==> config.mk <==
export PLATFORM = sky130hd
export DESIGN_NAME = wb_port_arbiter
export DESIGN_NICKNAME = d
export VERILOG_FILES = /design/src/rtl/wb_arb_pkg.sv /design/src/rtl/wb_result_fifo.sv /design/src/rtl/wb_port_arbiter.sv
export SDC_FILE = /design/constraint.sdc
export NUM_CORES = 1
export LEC_CHECK = 0
export BUFFER_PORTS_ARGS = -buffer_cell sky130_fd_sc_hd__buf_2
export CAP_MARGIN = 20
export CORE_MARGIN = 5
export CORE_UTILIZATION = 29
export DETAILED_ROUTE_END_ITERATION = 10
export HOLD_SLACK_MARGIN = 0.02
export PLACE_DENSITY = 0.53
export SLEW_MARGIN = 20
export SYNTH_ARGS = -nofsm -noshare
export SYNTH_HDL_FRONTEND = slang
export SYNTH_HIERARCHICAL = 1
export SYNTH_SLANG_ARGS = --single-unit
==> constraint.sdc <==
create_clock -name clk -period 6.2 [get_ports clk]
set_input_delay 1.86 -clock clk [delete_from_list [all_inputs] [get_ports clk]]
set_output_delay 1.86 -clock clk [all_outputs]
set_load 0.01 [all_outputs]
==> src/rtl/wb_arb_pkg.sv <==
// Shared constants for the register-file write-port arbiter:
// RegDst encodings, fixed link-register numbers and the per-cycle
// arbitration reason.
package wb_arb_pkg;

  // {RegDst1,RegDst0} destination select
  localparam logic [1:0] RD_RT  = 2'b00;
  localparam logic [1:0] RD_RD  = 2'b01;
  localparam logic [1:0] RD_R25 = 2'b10;
  localparam logic [1:0] RD_R31 = 2'b11;

  // Fixed link destinations ($t9 for jalr-style links, $ra for jal)
  localparam logic [4:0] REG_R25 = 5'd25;
  localparam logic [4:0] REG_R31 = 5'd31;

  // Why the write port is used the way it is this cycle
  typedef enum logic [2:0] {
    ARB_NONE,
    ARB_MAIN,
    ARB_DRAIN,
    ARB_HAZARD,
    ARB_FORCE
  } arb_reason_e;

endpackage

==> src/rtl/wb_result_fifo.sv <==
// Small FIFO holding late multi-cycle results ({dest, data}) until the
// write port is free. Exposes the head combinationally plus every entry's
// destination and valid bit so the arbiter can detect read hazards.
module wb_result_fifo #(
  parameter int DATA_W = 32,
  parameter int REG_W  = 5,
  parameter int QDEPTH = 2
) (
  input  logic                          clk,
  input  logic                          reset,
  input  logic                          push,
  input  logic [REG_W-1:0]              push_dest,
  input  logic [DATA_W-1:0]             push_data,
  input  logic                          pop,
  output logic [$clog2(QDEPTH+1)-1:0]   count,
  output logic                          full,
  output logic [REG_W-1:0]              head_dest,
  output logic [DATA_W-1:0]             head_data,
  output logic [QDEPTH*REG_W-1:0]       entry_dest,
  output logic [QDEPTH-1:0]             entry_valid
);

  localparam int PTR_W = (QDEPTH > 1) ? $clog2(QDEPTH) : 1;
  localparam int CNT_W = $clog2(QDEPTH+1);

  logic [REG_W-1:0]  dest_mem [QDEPTH];
  logic [DATA_W-1:0] data_mem [QDEPTH];
  logic [QDEPTH-1:0] valid_reg;
  logic [PTR_W-1:0]  wr_ptr_reg;
  logic [PTR_W-1:0]  rd_ptr_reg;
  logic [CNT_W-1:0]  count_reg;

  // Pointer and occupancy bookkeeping; pointers wrap naturally (power-of-2 depth)
  always_ff @(posedge clk) begin
    if (reset) begin
      wr_ptr_reg <= '0;
      rd_ptr_reg <= '0;
      count_reg  <= '0;
    end else begin
      if (push) wr_ptr_reg <= wr_ptr_reg + PTR_W'(1);
      if (pop)  rd_ptr_reg <= rd_ptr_reg + PTR_W'(1);
      count_reg <= count_reg + CNT_W'(push) - CNT_W'(pop);
    end
  end

  // Entry storage; contents need no reset because valid bits gate their use
  always_ff @(posedge clk) begin
    if (push) begin
      dest_mem[wr_ptr_reg] <= push_dest;
      data_mem[wr_ptr_reg] <= push_data;
    end
  end

  // Per-entry valid bits; a push into the slot being popped (full case) wins
  for (genvar gi = 0; gi < QDEPTH; gi++) begin : g_entry
    always_ff @(posedge clk) begin
      if (reset) begin
        valid_reg[gi] <= 1'b0;
      end else if (push && (wr_ptr_reg == PTR_W'(gi))) begin
        valid_reg[gi] <= 1'b1;
      end else if (pop && (rd_ptr_reg == PTR_W'(gi))) begin
        valid_reg[gi] <= 1'b0;
      end
    end
    assign entry_dest[gi*REG_W +: REG_W] = dest_mem[gi];
  end

  assign entry_valid = valid_reg;
  assign count       = count_reg;
  assign full        = (count_reg == CNT_W'(QDEPTH));
  assign head_dest   = dest_mem[rd_ptr_reg];
  assign head_data   = data_mem[rd_ptr_reg];

endmodule

==> src/rtl/wb_port_arbiter.sv <==
// Register-file write-port arbiter between the single-cycle main datapath
// and the late multi-cycle (mult/div) unit. Late results queue in a FIFO;
// the arbiter stalls the PC on read hazards against queued destinations
// and forces a drain when the FIFO is full or its head has starved.
// Optional build macro: WB_BYPASS_EN (write an mc result straight through
// when the port and FIFO are idle).
module wb_port_arbiter
  import wb_arb_pkg::*;
#(
  parameter int DATA_W     = 32,
  parameter int REG_W      = 5,
  parameter int QDEPTH     = 2,
  parameter int STARVE_MAX = 4
) (
  input  logic              clk,
  input  logic              reset,
  input  logic              main_we,
  input  logic [1:0]        main_regdst,
  input  logic [REG_W-1:0]  main_rt,
  input  logic [REG_W-1:0]  main_rd,
  input  logic [REG_W-1:0]  main_rs,
  input  logic [DATA_W-1:0] main_wdata,
  input  logic              mc_valid,
  output logic              mc_ready,
  input  logic [REG_W-1:0]  mc_dest,
  input  logic [DATA_W-1:0] mc_wdata,
  output logic              rf_we,
  output logic [REG_W-1:0]  rf_waddr,
  output logic [DATA_W-1:0] rf_wdata,
  output logic              stall,
  output logic              pending
);

  localparam int CNT_W  = $clog2(QDEPTH+1);
  localparam int WAIT_W = $clog2(STARVE_MAX) + 1;

  logic [CNT_W-1:0]        fifo_count;
  logic                    fifo_full;
  logic                    fifo_nonempty;
  logic [REG_W-1:0]        head_dest;
  logic [DATA_W-1:0]       head_data;
  logic [QDEPTH*REG_W-1:0] entry_dest;
  logic [QDEPTH-1:0]       entry_valid;
  logic [QDEPTH-1:0]       hit_vec;
  logic [REG_W-1:0]        main_dest;
  arb_reason_e             reason;
  logic                    pop;
  logic                    push;
  logic                    bypass;
  logic                    mc_ready_reg;
  logic [CNT_W-1:0]        count_next;
  logic [WAIT_W-1:0]       wait_reg;
  logic [WAIT_W-1:0]       wait_next;

  wb_result_fifo #(
    .DATA_W (DATA_W),
    .REG_W  (REG_W),
    .QDEPTH (QDEPTH)
  ) u_fifo (
    .clk         (clk),
    .reset       (reset),
    .push        (push),
    .push_dest   (mc_dest),
    .push_data   (mc_wdata),
    .pop         (pop),
    .count       (fifo_count),
    .full        (fifo_full),
    .head_dest   (head_dest),
    .head_data   (head_data),
    .entry_dest  (entry_dest),
    .entry_valid (entry_valid)
  );

  assign fifo_nonempty = (fifo_count != '0);

  // A source read that matches any queued non-zero destination is a hazard
  for (genvar gi = 0; gi < QDEPTH; gi++) begin : g_hazard
    logic [REG_W-1:0] qdest;
    assign qdest       = entry_dest[gi*REG_W +: REG_W];
    assign hit_vec[gi] = entry_valid[gi] && (qdest != '0) &&
                         ((qdest == main_rs) || (qdest == main_rt));
  end

  // Resolve the main instruction's destination from RegDst
  always_comb begin
    main_dest = main_rt;
    case (main_regdst)
      RD_RT:   main_dest = main_rt;
      RD_RD:   main_dest = main_rd;
      RD_R25:  main_dest = REG_W'(REG_R25);
      RD_R31:  main_dest = REG_W'(REG_R31);
      default: main_dest = main_rt;
    endcase
  end

  // Priority arbitration: hazard, forced drain, main retirement, idle drain
  always_comb begin
    reason = ARB_NONE;
    if (fifo_nonempty && (|hit_vec)) begin
      reason = ARB_HAZARD;
    end else if (main_we && fifo_nonempty &&
                 (fifo_full || (wait_reg == WAIT_W'(STARVE_MAX-1)))) begin
      reason = ARB_FORCE;
    end else if (main_we) begin
      reason = ARB_MAIN;
    end else if (fifo_nonempty) begin
      reason = ARB_DRAIN;
    end
  end

  // Same-cycle bypass of an mc result when nothing else wants the port
`ifdef WB_BYPASS_EN
  assign bypass = !reset && !fifo_nonempty && !main_we && mc_valid;
`else
  assign bypass = 1'b0;
`endif

  // Drive the write port and stall from the arbitration decision
  always_comb begin
    rf_we    = 1'b0;
    rf_waddr = '0;
    rf_wdata = '0;
    stall    = 1'b0;
    pop      = 1'b0;
    case (reason)
      ARB_HAZARD, ARB_FORCE: begin
        stall    = 1'b1;
        pop      = 1'b1;
        rf_we    = 1'b1;
        rf_waddr = head_dest;
        rf_wdata = head_data;
      end
      ARB_DRAIN: begin
        pop      = 1'b1;
        rf_we    = 1'b1;
        rf_waddr = head_dest;
        rf_wdata = head_data;
      end
      ARB_MAIN: begin
        rf_we    = (main_dest != '0);
        rf_waddr = main_dest;
        rf_wdata = main_wdata;
      end
      default: begin
        if (bypass) begin
          rf_we    = (mc_dest != '0);
          rf_waddr = mc_dest;
          rf_wdata = mc_wdata;
        end
      end
    endcase
    if (reset) begin
      rf_we = 1'b0;
      stall = 1'b0;
      pop   = 1'b0;
    end
  end

  assign push       = !reset && mc_valid && mc_ready_reg && !bypass;
  assign count_next = fifo_count + CNT_W'(push) - CNT_W'(pop);
  assign mc_ready   = !reset && (mc_ready_reg || bypass);
  assign pending    = !reset && fifo_nonempty;

  // Starvation counter: counts main cycles that bypass a waiting head
  always_comb begin
    wait_next = wait_reg;
    if (pop || !fifo_nonempty) begin
      wait_next = '0;
    end else if (reason == ARB_MAIN) begin
      wait_next = wait_reg + WAIT_W'(1);
    end
  end

  // Registered ready (from next occupancy) and starvation counter
  always_ff @(posedge clk) begin
    if (reset) begin
      mc_ready_reg <= 1'b1;
      wait_reg     <= '0;
    end else begin
      mc_ready_reg <= (count_next < CNT_W'(QDEPTH));
      wait_reg     <= wait_next;
    end
  end

endmodule

==> results.py, run 1 <==
metrics = {
    "power": {
        "p_leak_nw": 2.136,
        "switching_share": 0.3007,
        "p_int_mw": 1.220,
        "combPwrFrac": 0.321,
        "power.switching_mw": 0.5248,
        "vdd_drop_max_mv": 0.1636,
        "p_clk_frac": 0.278,
        "sequentialPowerShare": 0.402,
        "p_per_area_nw_per_um2": 333.5,
    },
    "setup_path": {
        "path_buf_inv": 2,
        "cp_data_arrival_time_ps": 3700,
        "slowest_stage": "o221ai_2",
        "r2r_start": "u_fifo/dest_mem[0][3]",
        "crit_chain": "buf_2 -> xor2_1 -> nor3_1 -> a22oi_1 -> o221ai_2 -> nand2_4 -> a22o_1 -> buf_2",
        "path_max_fanout": 34,
        "setup.worst_path.end_class": "primary output",
        "critPathKind": "in -> out",
        "timing.rr.end": "u_fifo/count[1]",
        "critPathTopFamily": "compound AO/OA/AOI/OAI gates",
        "worst-r2r-setup-slack_ps": 3720,
        "reg2regPathDepth": 10,
        "cp-start-kind": "input pin",
        "required_ps": 4340,
        "cp_slowest_stage_delay_ps": 370,
        "cpMostUsedCell": "buf_2",
    },
    "timing": {
        "skew_ps": 6.183,
        "period_needed_ps": 5559,
        "setup_viol": 0,
        "worst_pin_slew_ps": 699.9,
        "fmax_mhz": 179.9,
        "rsz0062_at_grt": "false",
        "fin_crit_sh": 0.8965,
        "slew_violations": 0,
        "setup_tns_ps": 0,
        "maxSlewHeadroom": 0.5334,
        "finalHoldViolCount": 0,
    },
    "synth": {
        "synth_cell_types": 35,
        "yosys.area.top_type": "edfxtp_1",
        "postSynthAreaPerCell_um2": 15.22,
        "synthCells": 274,
        "syn_nets": 371,
        "yosysWarnings": 6,
        "syn_area_um2": 4172,
        "ys_seq_elements": 85,
        "yosysTopAreaCellShare": 0.5327,
        "synth-seq-area-share": 0.5855,
        "ys_top_cells_by_area": "edfxtp_1, mux2_4, a22o_1",
    },
    "global_routing": {
        "antenna_found_initial": 0,
        "gr-usage-all-layers": 0.1119,
        "grt_overflow": 0,
        "grt_start_max_net_pins": 39,
        "grt_pass1_wl_um": 14260,
        "grt_pass1_vias": 2817,
    },
    "run_status": {
        "status": "finished clean",
    },
    "floorplanning": {
        "core_um2": 13990,
        "dieWidth_um": 129.9,
        "ios": 131,
        "rows": 43,
        "die_h_um": 129.9,
        "start_util": 0.2982,
        "die_area_um2": 16880,
    },
    "layout": {
        "areaGrowthSynthToFinish_pct": 25.43,
        "fin_util": 0.3741,
        "drive_gt1_frac": 0.4758,
        "fillerInstances": 1372,
        "final_common_cell": "buf_2",
        "largest_reg_flops": 64,
        "mostFrequentLayoutCells": "buf_2, edfxtp_1, a22o_1, mux2_4, xor2_1",
        "fin_nets": 506,
        "diodes": 0,
    },
    "drt": {
        "drc": 0,
        "routed_wl_um": 9323,
        "dr.pass1.iters": 4,
        "antenna_left": 0,
        "drt_iter0_drc": 99,
        "detail_route.wl_per_cell_um": 15.70,
        "vias_per_cell": 4.530,
        "dr_total_vias": 2691,
    },
    "hold_path": {
        "hold_depth": 1,
        "min_from": "wait_reg[0]",
        "hp-class": "reg -> reg",
        "whs_endpoint": "wait_reg[0]",
    },
    "placed_design": {
        "portBuffers": 130,
        "gp_congestion": 0.7338,
        "hpwl_um": 6617,
    },
    "clocking": {
        "cts.sinks": 85,
        "clk_pin_slew_ps": 50,
        "cts_tree": "yes",
        "clk_latency_ps": 330,
        "clk_path_buf_depth": 2,
        "cts_setup_buffers": 0,
        "h-tree-depth": 3,
        "post_cts_resize_count": 0,
        "cts_hold_buf": 0,
        "cts_root_buffer": "clkbuf_16",
        "numCtsBuffers": 9,
    },
    "run": {
        "max_cap_viol_count": 0,
    },
}
[kinds of logic after synthesis]
logic type / Yosys count / share of synthesized area
compound gates: 59 / 0.1164
xor+xnor: 25 / 0.05579
fa+ha+maj: 7 / 0.02099
buf+inv: 19 / 0.04139
flops: 85 / 0.5855
mux: 37 / 0.1269
simple gates: 42 / 0.05309
[cell type report]
cell class | instances | area (um^2) | area share
sequential | 85 | 2444 | 0.4670
multi-input combinational | 170 | 1564 | 0.2989
timing repair buffer | 135 | 700.7 | 0.1339
clock buffer | 11 | 232.7 | 0.04448
tap | 180 | 225.2 | 0.04304
clock inverter | 5 | 36.28 | 0.006934
inverter | 8 | 30.03 | 0.005739
[power by group through the flow]
| stage | sequential (mW) | combinational (mW) | clock (mW) |
|---|---|---|---|
| 2_1_floorplan | 0.708 | 0.414 | 0 |
| 3_3_place_gp | 0.712 | 0.562 | 0 |
| 3_5_place_dp | 0.714 | 0.568 | 0 |
| 4_1_cts | 0.702 | 0.572 | 0.502 |
| 5_1_grt | 0.706 | 0.612 | 0.526 |
| 6_report | 0.701 | 0.559 | 0.485 |
[metrics by stage]
step	setup slack [ps]	hold slack, ps	area [um^2]	power [mW]	cells
after CTS	607.7	440.9	5233	1.776	594
after floorplan	1183	408.4	4172	1.122	274
after global routing	471.1	451.4	5233	1.844	594
final	641.4	436.7	5233	1.745	594
after global placement	659.1	428.0	4964	1.274	578
after detailed placement	615.8	432.8	4964	1.282	578
[routing by layer]
layer | track usage | up-vias | part of all wire
met3 | 0.03561 | 10 | 0.079
met5 | 0 | - | 0
li1 | - | 1316 | -
met1 | 0.1392 | 1276 | 0.43
met4 | 0.04890 | 0 | 0.017
met2 | 0.1790 | 89 | 0.47
[cells in the mapped netlist]
cell,instances
edfxtp_1,74
a22o_1,34
mux2_4,30
xor2_1,20
nor2_1,12
dfxtp_1,11
nand2_1,9
nor2b_1,9
inv_1,8
buf_6,7
ha_1,7
mux2_2,7
a21oi_1,6
nor3_1,5
xnor2_1,4
a211oi_1,3
a21o_1,3
buf_12,3
o21ai_0,3
a22oi_1,2
o21ai_2,2
or4_1,2
a21oi_4,1
a31o_1,1
clkbuf_1,1
nand2_4,1
nand2b_1,1
nand4_1,1
nor3_2,1
nor3b_2,1
o21ai_1,1
o21ba_2,1
o221ai_2,1
o22a_2,1
xnor3_1,1
[worst max-delay path by stage]
stage	slack (ps)	end	start	cells after the start
finish	640	rf_wdata[15]	main_rt[3]	8
floorplan	1180	rf_wdata[11]	main_rt[3]	7
global placement	660	rf_waddr[2]	main_rs[2]	9
global route	470	rf_wdata[15]	main_rt[3]	8
detailed placement	620	rf_wdata[7]	main_rs[2]	8
CTS	610	rf_wdata[7]	main_rs[2]	8
Note: power is estimated with default switching activity, not from simulation.
==> inputs of run 2 (changes only) <==
Settings changed: ABC_AREA from default to 1.
==> results.py, run 2 <==
metrics = {
    "run_status": {
        "status": "finished clean",
    },
    "timing": {
        "skew_ps": 6.220,
        "setup_tns_ps": 0,
        "maxSlewHeadroom": 0.3743,
        "worst_pin_slew_ps": 937.2,
        "rsz0062_at_grt": "false",
        "setup_viol": 0,
        "fmax_mhz": 179.8,
        "finalHoldViolCount": 0,
        "slew_violations": 0,
        "fin_crit_sh": 0.8969,
        "period_needed_ps": 5561,
        "hold_ws_ps": 438.3,
    },
    "synth": {
        "ys_top_cells_by_count": "nand2_1, edfxtp_1, inv_1",
        "yosysTopAreaCellShare": 0.4926,
        "yosysWarnings": 6,
        "synth-seq-area-share": 0.5415,
        "yosys.area.top_type": "edfxtp_1",
        "yosysMostFrequentCell": "nand2_1",
        "ys_seq_elements": 85,
        "synth_edf_count": 74,
        "syn_nets": 538,
        "synth_ff_type": "edfxtp_1",
        "postSynthAreaPerCell_um2": 10.23,
        "synthArstFlopShare": 0,
        "syn_area_um2": 4511,
        "synthCells": 441,
        "synth_cell_types": 25,
        "ys_top_cells_by_area": "edfxtp_1, nand2_1, mux2_4",
    },
    "clocking": {
        "cts_tree": "yes",
        "cts.sinks": 85,
        "cts_hold_buf": 0,
        "clk_path_buf_depth": 2,
        "h-tree-depth": 3,
        "clk_latency_ps": 340,
        "cts_setup_buffers": 0,
        "post_cts_resize_count": 0,
        "clk_pin_slew_ps": 60,
        "cts_root_buffer": "clkbuf_16",
        "numCtsBuffers": 9,
    },
    "floorplanning": {
        "start_util": 0.2967,
        "core_um2": 15200,
        "die_area_um2": 18150,
        "ios": 131,
        "die_h_um": 134.7,
        "dieWidth_um": 134.7,
        "rows": 45,
    },
    "power": {
        "p_per_area_nw_per_um2": 275.4,
        "vdd_drop_max_mv": 0.1218,
        "finalPower_mw": 1.523,
        "p_leak_nw": 2.603,
    },
    "setup_path": {
        "critPathKind": "in -> out",
        "path_max_fanout": 37,
        "cp_data_arrival_time_ps": 3700,
        "worst-r2r-setup-slack_ps": 3110,
        "setup.worst_path.end_class": "primary output",
        "cp-start-kind": "input pin",
        "required_ps": 4340,
    },
    "drt": {
        "dr.pass1.iters": 4,
        "detail_route.wl_per_cell_um": 15.23,
        "dr_total_vias": 3466,
        "drc": 0,
        "drt_iter0_drc": 177,
        "vias_per_cell": 4.567,
        "antenna_left": 0,
        "routed_wl_um": 11560,
    },
    "global_routing": {
        "grt_overflow": 0,
        "grt_start_max_net_pins": 42,
        "grt_pass1_wl_um": 17820,
        "grt_pass1_vias": 3571,
        "gr-usage-all-layers": 0.1265,
        "antenna_found_initial": 2,
    },
    "layout": {
        "final_cells": 759,
        "drive_gt1_frac": 0.3421,
        "fin_util": 0.3638,
        "fin_nets": 663,
        "mostFrequentLayoutCells": "nand2_1, buf_2, edfxtp_1, inv_1, nand4_1",
        "largest_reg_flops": 64,
        "areaGrowthSynthToFinish_pct": 22.61,
        "final_common_cell": "nand2_1",
    },
    "placed_design": {
        "gp_congestion": 0.8477,
        "portBuffers": 130,
        "dpl.cell_count": 743,
        "hpwl_um": 8263,
    },
    "hold_path": {
        "hp-class": "reg -> reg",
    },
    "run": {
        "max_cap_viol_count": 0,
    },
}
## run 2: kinds of logic after synthesis
kind of cell    Yosys count  share of synthesized area
simple gates            220                     0.2130
mux                      37                     0.1173
compound gates           13                    0.01553
flops                    85                     0.5415
buf+inv                  71                    0.07767
fa+ha+maj                 7                    0.01942
xor+xnor                  8                    0.01553
## run 2: area by class of cell
| type | count | area, um^2 |
|---|---|---|
| Multi-Input combinational cell | 285 | 1720 |
| Clock inverter | 6 | 31.28 |
| Clock buffer | 9 | 225.2 |
| Timing Repair Buffer | 134 | 680.7 |
| Sequential cell | 85 | 2444 |
| Fill cell | 1574 | 9672 |
| Inverter | 51 | 191.4 |
| Antenna cell | 1 | 2.502 |
| Tap cell | 188 | 235.2 |
## run 2: per-layer routing
| metal | GRT usage | wire, um | up-vias |
|---|---|---|---|
| met5 | 0 | 13 | - |
| met4 | 0.03676 | 127 | 2 |
| met3 | 0.03987 | 880 | 12 |
| met2 | 0.2135 | 5590 | 107 |
| met1 | 0.1557 | 4947 | 1601 |
| li1 | - | - | 1744 |
## run 2: through the flow
step / worst slack [ps] / instance area [um^2]
final: 639.2 / 5530
after global routing: 257.1 / 5530
after CTS: 574.9 / 5528
after detailed placement: 581.2 / 5271
after global placement: 614.5 / 5271
after floorplan: 1534 / 4511
## run 2: report_power, final
group / internal (mW) / total (mW) / switching, mW / leakage (nW)
clock network: 0.264 / 0.477 / 0.213 / 0.120
registers: 0.664 / 0.687 / 0.0236 / 0.769
logic: 0.157 / 0.359 / 0.202 / 1.71
total: 1.08 / 1.52 / 0.439 / 2.60
## run 2: worst paths after layout
kind	startpoint	endpoint	cells after the start
setup reg to reg	u_fifo/dest_mem[0][1]	u_fifo/count[1]	19
setup / recovery	main_rt[1]	rf_wdata[17]	14
hold reg to reg	wait_reg[0]	wait_reg[0]	1
hold / removal	wait_reg[0]	wait_reg[0]	1
## run 2: worst max-delay path, stage by stage
cell and delay (ps):
buf_2 110, inv_1 80, nand2_1 60, nand2_1 70, nor2_1 40, nand3_1 50, nand2_1 50, nand2_1 80
nand2_1 70, nand2_2 310, nand3_4 450, nand2_1 210, nand2_1 60, buf_2 140
